$ cat src/rtl/uart_rx.sv
// 8N1 UART receiver, LSB first, bit period CLKDIV+1 clocks, with ready/ack handshake and error status.
// Optional: define UART_RX_MAJORITY_EN for 2-of-3 majority sampling at each sample point.
module uart_rx #(
  parameter int CLKDIV = 128,
  parameter int WIDTH  = $clog2(CLKDIV + 1)
) (
  input  logic       clk,
  input  logic       rst,
  input  logic       rx_pin,
  input  logic       rx_ack,
  output logic [7:0] rx_data,
  output logic       rx_ready,
  output logic       rx_overrun,
  output logic       rx_frame_err,
  output logic       rx_busy
);

  localparam int BITCYC = CLKDIV + 1;
  localparam logic [WIDTH-1:0] HALF = WIDTH'(BITCYC / 2);
`ifdef UART_RX_MAJORITY_EN
  // The vote adds one cycle after expiry, so the reload is one shorter to keep the bit period.
  localparam logic [WIDTH-1:0] RELOAD = WIDTH'(CLKDIV - 1);
`else
  localparam logic [WIDTH-1:0] RELOAD = WIDTH'(CLKDIV);
`endif

  typedef enum logic [2:0] {IDLE, START, DATA, STOP, BREAK} state_t;

  state_t           state, state_n;
  logic [WIDTH-1:0] cnt, cnt_n;
  logic [2:0]       idx, idx_n;
  logic [7:0]       shift;
  logic             rx_meta, rx_s;
  logic             in_frame, tick, bit_val;
  logic             take_bit, good_stop, bad_stop;

  // Synchronizer presets high so a low line during reset never looks like a start bit.
  always_ff @(posedge clk) begin
    if (!rst) begin
      rx_meta <= 1'b1;
      rx_s    <= 1'b1;
    end else begin
      // NOTE: non-blocking so rx_s takes the previous rx_meta, giving two real flop stages.
      rx_meta <= rx_pin;
      rx_s    <= rx_meta;
    end
  end

  assign in_frame = (state == START) || (state == DATA) || (state == STOP);

`ifdef UART_RX_MAJORITY_EN
  logic s_c1, s_c0, pend;

  always_ff @(posedge clk) begin
    if (!rst) begin
      s_c1 <= 1'b1;
      s_c0 <= 1'b1;
      pend <= 1'b0;
    end else begin
      if (cnt == WIDTH'(1)) s_c1 <= rx_s;
      if (cnt == '0)        s_c0 <= rx_s;
      pend <= in_frame && (cnt == '0) && !pend;
    end
  end

  assign tick    = pend;
  assign bit_val = (s_c1 & s_c0) | (s_c1 & rx_s) | (s_c0 & rx_s);
`else
  assign tick    = in_frame && (cnt == '0);
  assign bit_val = rx_s;
`endif

  always_ff @(posedge clk) begin
    if (!rst) begin
      state <= IDLE;
      cnt   <= '0;
      idx   <= '0;
    end else begin
      state <= state_n;
      cnt   <= cnt_n;
      idx   <= idx_n;
    end
  end

  always_comb begin
    // NOTE: every output of this block is defaulted first so no path infers a latch.
    state_n   = state;
    cnt_n     = cnt;
    idx_n     = idx;
    take_bit  = 1'b0;
    good_stop = 1'b0;
    bad_stop  = 1'b0;
    if (in_frame && cnt != '0) cnt_n = cnt - 1'b1;
    case (state)
      IDLE: if (!rx_s) begin
        state_n = START;
        cnt_n   = HALF;
      end
      START: if (tick) begin
        if (bit_val) begin
          state_n = IDLE;
        end else begin
          state_n = DATA;
          cnt_n   = RELOAD;
          idx_n   = '0;
        end
      end
      DATA: if (tick) begin
        take_bit = 1'b1;
        cnt_n    = RELOAD;
        idx_n    = idx + 3'd1;
        if (idx == 3'd7) state_n = STOP;
      end
      STOP: if (tick) begin
        if (bit_val) begin
          good_stop = 1'b1;
          state_n   = IDLE;
        end else begin
          bad_stop  = 1'b1;
          state_n   = BREAK;
        end
      end
      BREAK: if (rx_s) state_n = IDLE;
      default: state_n = IDLE;
    endcase
  end

  always_ff @(posedge clk) begin
    if (!rst) begin
      shift        <= '0;
      rx_data      <= '0;
      rx_ready     <= 1'b0;
      rx_overrun   <= 1'b0;
      rx_frame_err <= 1'b0;
    end else begin
      rx_frame_err <= bad_stop;
      if (take_bit) shift[idx] <= bit_val;
      if (good_stop) begin
        rx_data    <= shift;
        rx_ready   <= 1'b1;
        // An ack in the completion cycle consumed the old byte, so nothing was lost.
        rx_overrun <= rx_ready && !rx_ack;
      end else if (rx_ack && rx_ready) begin
        rx_ready   <= 1'b0;
        rx_overrun <= 1'b0;
      end
    end
  end

  assign rx_busy = (state != IDLE);

endmodule

$ cat config.mk
export PLATFORM = sky130hd
export DESIGN_NAME = uart_rx
export DESIGN_NICKNAME = d
export VERILOG_FILES = /design/src/rtl/uart_rx.sv
export SDC_FILE = /design/constraint.sdc
export NUM_CORES = 1
export LEC_CHECK = 0
export ABC_CLOCK_PERIOD_IN_PS = 1700
export CORE_UTILIZATION = 50
export DETAILED_ROUTE_END_ITERATION = 16
export PLACE_DENSITY = 0.72
export SETUP_SLACK_MARGIN = 0.3
export SYNTH_ARGS = -nofsm -noshare
export SYNTH_HDL_FRONTEND = slang
export SYNTH_SLANG_ARGS = --single-unit
export TNS_END_PERCENT = 20
$ cat constraint.sdc
create_clock -name clk -period 1.7 [get_ports clk]
set_clock_uncertainty 0.2 [all_clocks]
set_input_delay 0.255 -clock clk [delete_from_list [all_inputs] [get_ports clk]]
set_output_delay 0.255 -clock clk [all_outputs]
set_load 0.01 [all_outputs]
==> flow_metrics.tcl, run 1 <==
set metrics [dict create \
    ys_seq_elements 35 \
    hp-class "reg2reg" \
    cts_tree "built" \
    wl_met1_microns 1830 \
    setup_ws_ns -0.139 \
    synth.area.top_cells "dfxtp_1 42%, mux2i_1 11%, nor2_1 4.2%, a21oi_1 3.6%, nand3_1 3.3%" \
    synth_top_family_by_area "simple AND/OR/NAND/NOR gates" \
    die_w_microns 60.0 \
    place_congestion 0.858 \
    leakagePower_nw 0.968 \
    diodes 0 \
    hold_viol 0 \
    final.period_utilization 1.08 \
    yosys.area_share.xor_xnor 0.00520 \
    htreeDepth 2 \
    route.detailed.drc 0 \
    dr_wl_met3_microns 172 \
    first_global_vias 1517 \
    slew_headroom 0.730 \
    dieArea_sq_um 3600 \
    final_area_sq_um 2260 \
    synth-simple-area-share 0.276 \
    synth_cell_types 39 \
    finalPower_mw 1.75 \
    clkLatencyLatePin_ns 0.34 \
    start_kind "flop" \
    overflow 0 \
    grt_start_max_net_pins 15 \
    drt_iter0_drc 80 \
    place_ws_ns -0.192 \
    end_kind "flop" \
    placed_area_sq_um 2050 \
    muxShareOfSynthArea 0.107 \
    syn_nets 192 \
    drv_cap 0 \
    num_io_pins 16 \
    rsz0062_at_grt "true" \
    wl_met2_microns 2100 \
    fin_crit_ns 1.84 \
    root_buffer "clkbuf_4" \
    final_nets 238 \
    top_layer_used "met4" \
    status "finished, violations left" \
    start_util 0.538 \
    drt-vias-per-instance 5.68 \
    cts_buffer_depth 2 \
    report.final.slew_viol_count 0 \
    worst_pin_slew_ns 0.404 \
    ant_nets 0 \
    dp.final_hpwl_microns 2810 \
    wl_per_cell_microns 15.2 \
    drt-total-wl_microns 4190 \
    path_max_fanout 5 \
    cp_slowest_cell "dfxtp_2" \
    ys_seq_area_frac 0.416 \
    antenna_found_initial 0 \
    netlist_area_sq_um 1680 \
    setup_tns_ns -1.61 \
    ir_drop_v 0.000476 \
    synth-compound-area-share 0.120 \
    setup_viol 26 \
    die_height_microns 60.0 \
    clk_pin_slew_ns 0.11 \
    yosysWarnings 0 \
    grt_pass1_wl_microns 6750 \
    max_stage_delay_ns 0.34 \
    row_count 20 \
    cp_data_required_time_ns 1.74 \
    ctsHoldBuffers 0 \
    io_buffers 15 \
    violations "setup timing" \
    fmax_mhz 544 \
    numClockSinks 35 \
    drive_gt1_frac 0.366 \
    grt_use_total 0.260 \
    p_per_area_nw_per_um2 771 \
    fin_util 0.724 \
    area_growth_pct 34.4 \
    syn_area_per_cell_sq_um 9.10 \
    fp.coreArea_sq_um 3130 \
    synth_adder_area_share 0.0223 \
    synth_top_area_cell "dfxtp_1" \
    path_cells "inv_2, ha_4, nor3b_4, buf_6, nand4_1, buf_4, o21ai_2, a21oi_1" \
    cts_buffers 5 \
    vias 1567 \
    cp.arrival_ns 1.88 \
    drt_first_pass_iters 4 \
    synth_top_area_share 0.416 \
    netlist_instances 185 \
    critPathKind "reg2reg" \
]
## registers in the layout, summed over array words and instances, names as in the netlist
register	flops
rx_frame_err	1
cnt	8
bit_val	1
idx	3
state	3
rx_data	8
shift	8
rx_ready	1
rx_overrun	1
rx_meta	1
## placed cells by master, fill, tap and decap left out, types with 3 or more instances in the layout
cell type        netlist  layout
clkdlybuf4s50_1        0       3
nor3b_1                4       4
nand4_1                7       7
nand3_1               11      11
a211oi_1               3       3
a21oi_1               12      10
buf_4                  0      32
clkbuf_2               0       5
nand2_1                9       8
dfxtp_1               35      28
o21ai_2                0       4
dfxtp_2                0       6
buf_6                  2       4
nor2_1                19      19
or4_1                  3       3
clkbuf_4               0       5
nand2b_1               6       6
nor3_1                 4       4
clkdlybuf4s15_2        0       5
o31ai_1                3       3
mux2i_1               18      18
## Yosys cell counts (all sizes together)
| master | instances |
|---|---|
| buf | 8 |
| xnor2 | 1 |
| nand2b | 6 |
| nor2 | 19 |
| or3 | 3 |
| nand2 | 9 |
| o22ai | 1 |
| o31ai | 3 |
| dfxtp | 35 |
| o21ba | 1 |
| o21ai | 5 |
| a32oi | 1 |
| nor4 | 2 |
| nor3b | 5 |
| or4 | 3 |
| and2 | 2 |
| a21boi | 1 |
| a311oi | 1 |
| and3b | 1 |
| nand3 | 11 |
| clkbuf | 6 |
| nand4b | 2 |
| nor2b | 2 |
| nor3 | 5 |
| a21oi | 12 |
| a21o | 2 |
| and4 | 1 |
| a211oi | 3 |
| o311ai | 1 |
| nand3b | 1 |
| mux2i | 18 |
| ha | 3 |
| nand4 | 7 |
| inv | 4 |
## layer usage
layer	global-route usage	vias up
met3	0.0671	12
met5	0	-
met1	0.317	746
met2	0.419	44
met4	0.140	0
li1	-	765
## worst max-delay path: cells and delay by family (launching register included)
kind	cells	cell delay (ns)
adder cells (fa/ha/maj)	1	0.14
flip-flops	1	0.34
AO/OA/AOI/OAI	2	0.19
buffers and inverters	3	0.42
AND/OR/NAND/NOR	2	0.44
## per-stage QoR
| step | cells | hold slack [ns] |
|---|---|---|
| floorplan | 185 | 0.156 |
| global placement | 260 | 0.201 |
| detailed placement | 260 | 0.227 |
| CTS | 276 | 0.253 |
| global route | 276 | 0.271 |
| finish | 276 | 0.242 |
## where the power goes
group	switching, mW	total [mW]	internal, mW	leakage, nW
Clock	0.283	0.631	0.347	0.0482
Combinational	0.134	0.273	0.139	0.633
Sequential	0.0127	0.842	0.829	0.287
## worst paths after layout
| check | start | slack, ns | cells after the start | to |
|---|---|---|---|---|
| max | cnt[1]$_SDFF_PN0_ | -0.14 | 8 | shift[3]$_SDFFE_PN0P_ |
| min | rx_meta$_SDFF_PN1_ | 0.24 | 1 | bit_val$_SDFF_PN1_ |
| max reg2reg | cnt[1]$_SDFF_PN0_ | -0.14 | 8 | shift[3]$_SDFFE_PN0P_ |
| min reg2reg | rx_meta$_SDFF_PN1_ | 0.24 | 1 | bit_val$_SDFF_PN1_ |
## cell families after synthesis
| family | count (synthesis) |
|---|---|
| compound gates | 31 |
| xor+xnor | 1 |
| fa+ha+maj | 3 |
| buf+inv | 18 |
| flops | 35 |
| mux | 18 |
| simple gates | 79 |
## final cells by class
class,instances,area (sq um)
Fill cell,249,865
Clock buffer,6,51.3
Timing Repair Buffer,51,412
Multi-Input combinational cell,134,983
Inverter,4,15.0
Sequential cell,35,712
Clock inverter,2,35.0
Tap cell,44,55.1
## timing repair
item / 4_1_cts / 5_1_grt
setup endpoints to repair: 45 / 44
pin swaps: 21 / 12
resized for setup: 55 / 12
gates cloned: 2 / 0
buffers inserted: 6 / 0
endpoints found under the hold margin: 0 / 0
No activity file was read; power rests on OpenSTA's default activity.
==> run 2: changes to the inputs <==
--- a/config.mk
+++ b/config.mk
@@ -6,10 +6,12 @@
 export NUM_CORES = 1
 export LEC_CHECK = 0
 export ABC_CLOCK_PERIOD_IN_PS = 1700
+export CORE_ASPECT_RATIO = 0.5
 export CORE_UTILIZATION = 50
 export DETAILED_ROUTE_END_ITERATION = 16
 export PLACE_DENSITY = 0.72
 export SETUP_SLACK_MARGIN = 0.3
+export SKIP_CTS_REPAIR_TIMING = 1
 export SYNTH_ARGS = -nofsm -noshare
 export SYNTH_HDL_FRONTEND = slang
 export SYNTH_SLANG_ARGS = --single-unit
==> flow_metrics.tcl, run 2 (same netlist as run 1, synthesis figures left out) <==
set metrics [dict create \
    root_buffer "clkbuf_8" \
    die_w_microns 84.1 \
    diodes 0 \
    fin_util 0.724 \
    min_to "bit_val$_SDFF_PN1_" \
    violations "DRC, setup timing" \
    start_kind "flop" \
    fin_crit_ns 1.86 \
    drt-vias-per-instance 5.51 \
    final_nets 232 \
    fillers 232 \
    path_max_fanout 6 \
    cts_buffer_depth 2 \
    rr_endpoint "shift[1]$_SDFFE_PN0P_" \
    drt_iter0_drc 79 \
    numClockSinks 35 \
    ant_nets 0 \
    first_global_vias 1357 \
    route.detailed.drc 2 \
    finalPower_mw 1.83 \
    whs_path_depth 1 \
    place_congestion 0.876 \
    start_util 0.543 \
    end_kind "flop" \
    dp.final_hpwl_microns 2490 \
    layout_common_cells "32 x dfxtp_1, 30 x buf_4, 19 x nor2_1" \
    vias 1466 \
    drv_cap 0 \
    row_count 14 \
    clkLatencyLatePin_ns 0.28 \
    io_buffers 15 \
    fp.coreArea_sq_um 3100 \
    report.final.slew_viol_count 0 \
    cp_data_required_time_ns 1.67 \
    setup_viol 24 \
    instances_no_fill 266 \
    antenna_found_initial 0 \
    setup_tns_ns -1.77 \
    final_area_sq_um 2240 \
    worst_hold_slack_ns 0.215 \
    grt_start_max_net_pins 16 \
    placed_area_sq_um 2060 \
    area_growth_pct 33.3 \
    critPathKind "reg2reg" \
    grt_pass1_wl_microns 5980 \
    p_per_area_nw_per_um2 816 \
    status "finished, violations left" \
    num_io_pins 16 \
    grt_use_total 0.215 \
    cts_tree "built" \
    leakagePower_nw 1.14 \
    reg_top3 "cnt: 8 flops, rx_data: 8 flops, shift: 8 flops" \
    cp.arrival_ns 1.83 \
    fmax_mhz 538 \
    rr_startpoint "cnt[0]$_SDFF_PN0_" \
    die_height_microns 43.0 \
    hold_start "rx_meta$_SDFF_PN1_" \
    clk_pin_slew_ns 0.08 \
    ir_drop_v 0.000646 \
    slew_headroom 0.709 \
    rsz0062_at_grt "true" \
    hp-class "reg2reg" \
    multiInputGateArea_sq_um 935 \
    wl_per_cell_microns 13.4 \
    place_ws_ns -0.133 \
    worst_pin_slew_ns 0.437 \
    hold_viol 0 \
    r2r_cells 7 \
    final.period_utilization 1.09 \
    drt_first_pass_iters 10 \
    overflow 0 \
    seqCellArea_sq_um 704 \
    htreeDepth 2 \
    drive_gt1_frac 0.257 \
    setup_ws_ns -0.159 \
    ff2ff_setup_slack_ns -0.16 \
    dpl.cell_count 257 \
    dieArea_sq_um 3620 \
    drt-total-wl_microns 3570 \
    cts_buffers 5 \
    layout_commonest_cell "dfxtp_1" \
]
run 2: cell types whose count changed in the layout (fill, tap and decap cells not counted), moves of 5 or more:
cell,before,now
dlymetal6s2s_1,0,12
clkbuf_2,5,0
clkbuf_4,5,0
clkdlybuf4s15_2,5,0
o21ai_0,0,5
run 2: report_power, final:
group | internal, mW | switching, mW | leakage (nW)
Sequential | 0.830 | 0.0115 | 0.284
Combinational | 0.117 | 0.116 | 0.797
Clock | 0.437 | 0.322 | 0.0581
Total | 1.38 | 0.450 | 1.14
run 2: how the worst max path moves through the flow:
stage / cells past startpoint / slack (ns) / start / endpoint
final: 7 / -0.16 / cnt[0]$_SDFF_PN0_ / shift[1]$_SDFFE_PN0P_
after global routing: 7 / -0.29 / cnt[0]$_SDFF_PN0_ / shift[1]$_SDFFE_PN0P_
after CTS: 2 / -0.29 / state[2]$_SDFFE_PN0P_ / rx_busy
after detailed placement: 8 / -0.13 / cnt[1]$_SDFF_PN0_ / cnt[1]$_SDFF_PN0_
after global placement: 6 / -0.06 / cnt[1]$_SDFF_PN0_ / cnt[5]$_SDFF_PN0_
after floorplan: 7 / -0.09 / cnt[0]$_SDFF_PN0_ / cnt[5]$_SDFF_PN0_
run 2: critical path, stage by stage (launching register included):
cell	delay, ns
dfxtp_2	0.33
inv_2	0.07
ha_4	0.13
nor3b_4	0.31
buf_4	0.20
nand4_1	0.18
o31ai_1	0.25
a21oi_1	0.09
run 2: area by class of cell:
| type | instances | share of cell area |
|---|---|---|
| Tap cell | 40 | 0.0223 |
| Clock buffer | 5 | 0.0307 |
| Timing Repair Buffer | 47 | 0.191 |
| Inverter | 4 | 0.00669 |
| Multi-Input combinational cell | 132 | 0.416 |
| Clock inverter | 3 | 0.0195 |
| Sequential cell | 35 | 0.314 |
run 2: layer usage:
layer,part of all wire,GRT usage,vias up
met5,0,0,-
met4,0.0045,0.0621,0
met3,0.047,0.0700,4
met2,0.46,0.366,38
met1,0.49,0.263,677
li1,-,-,747
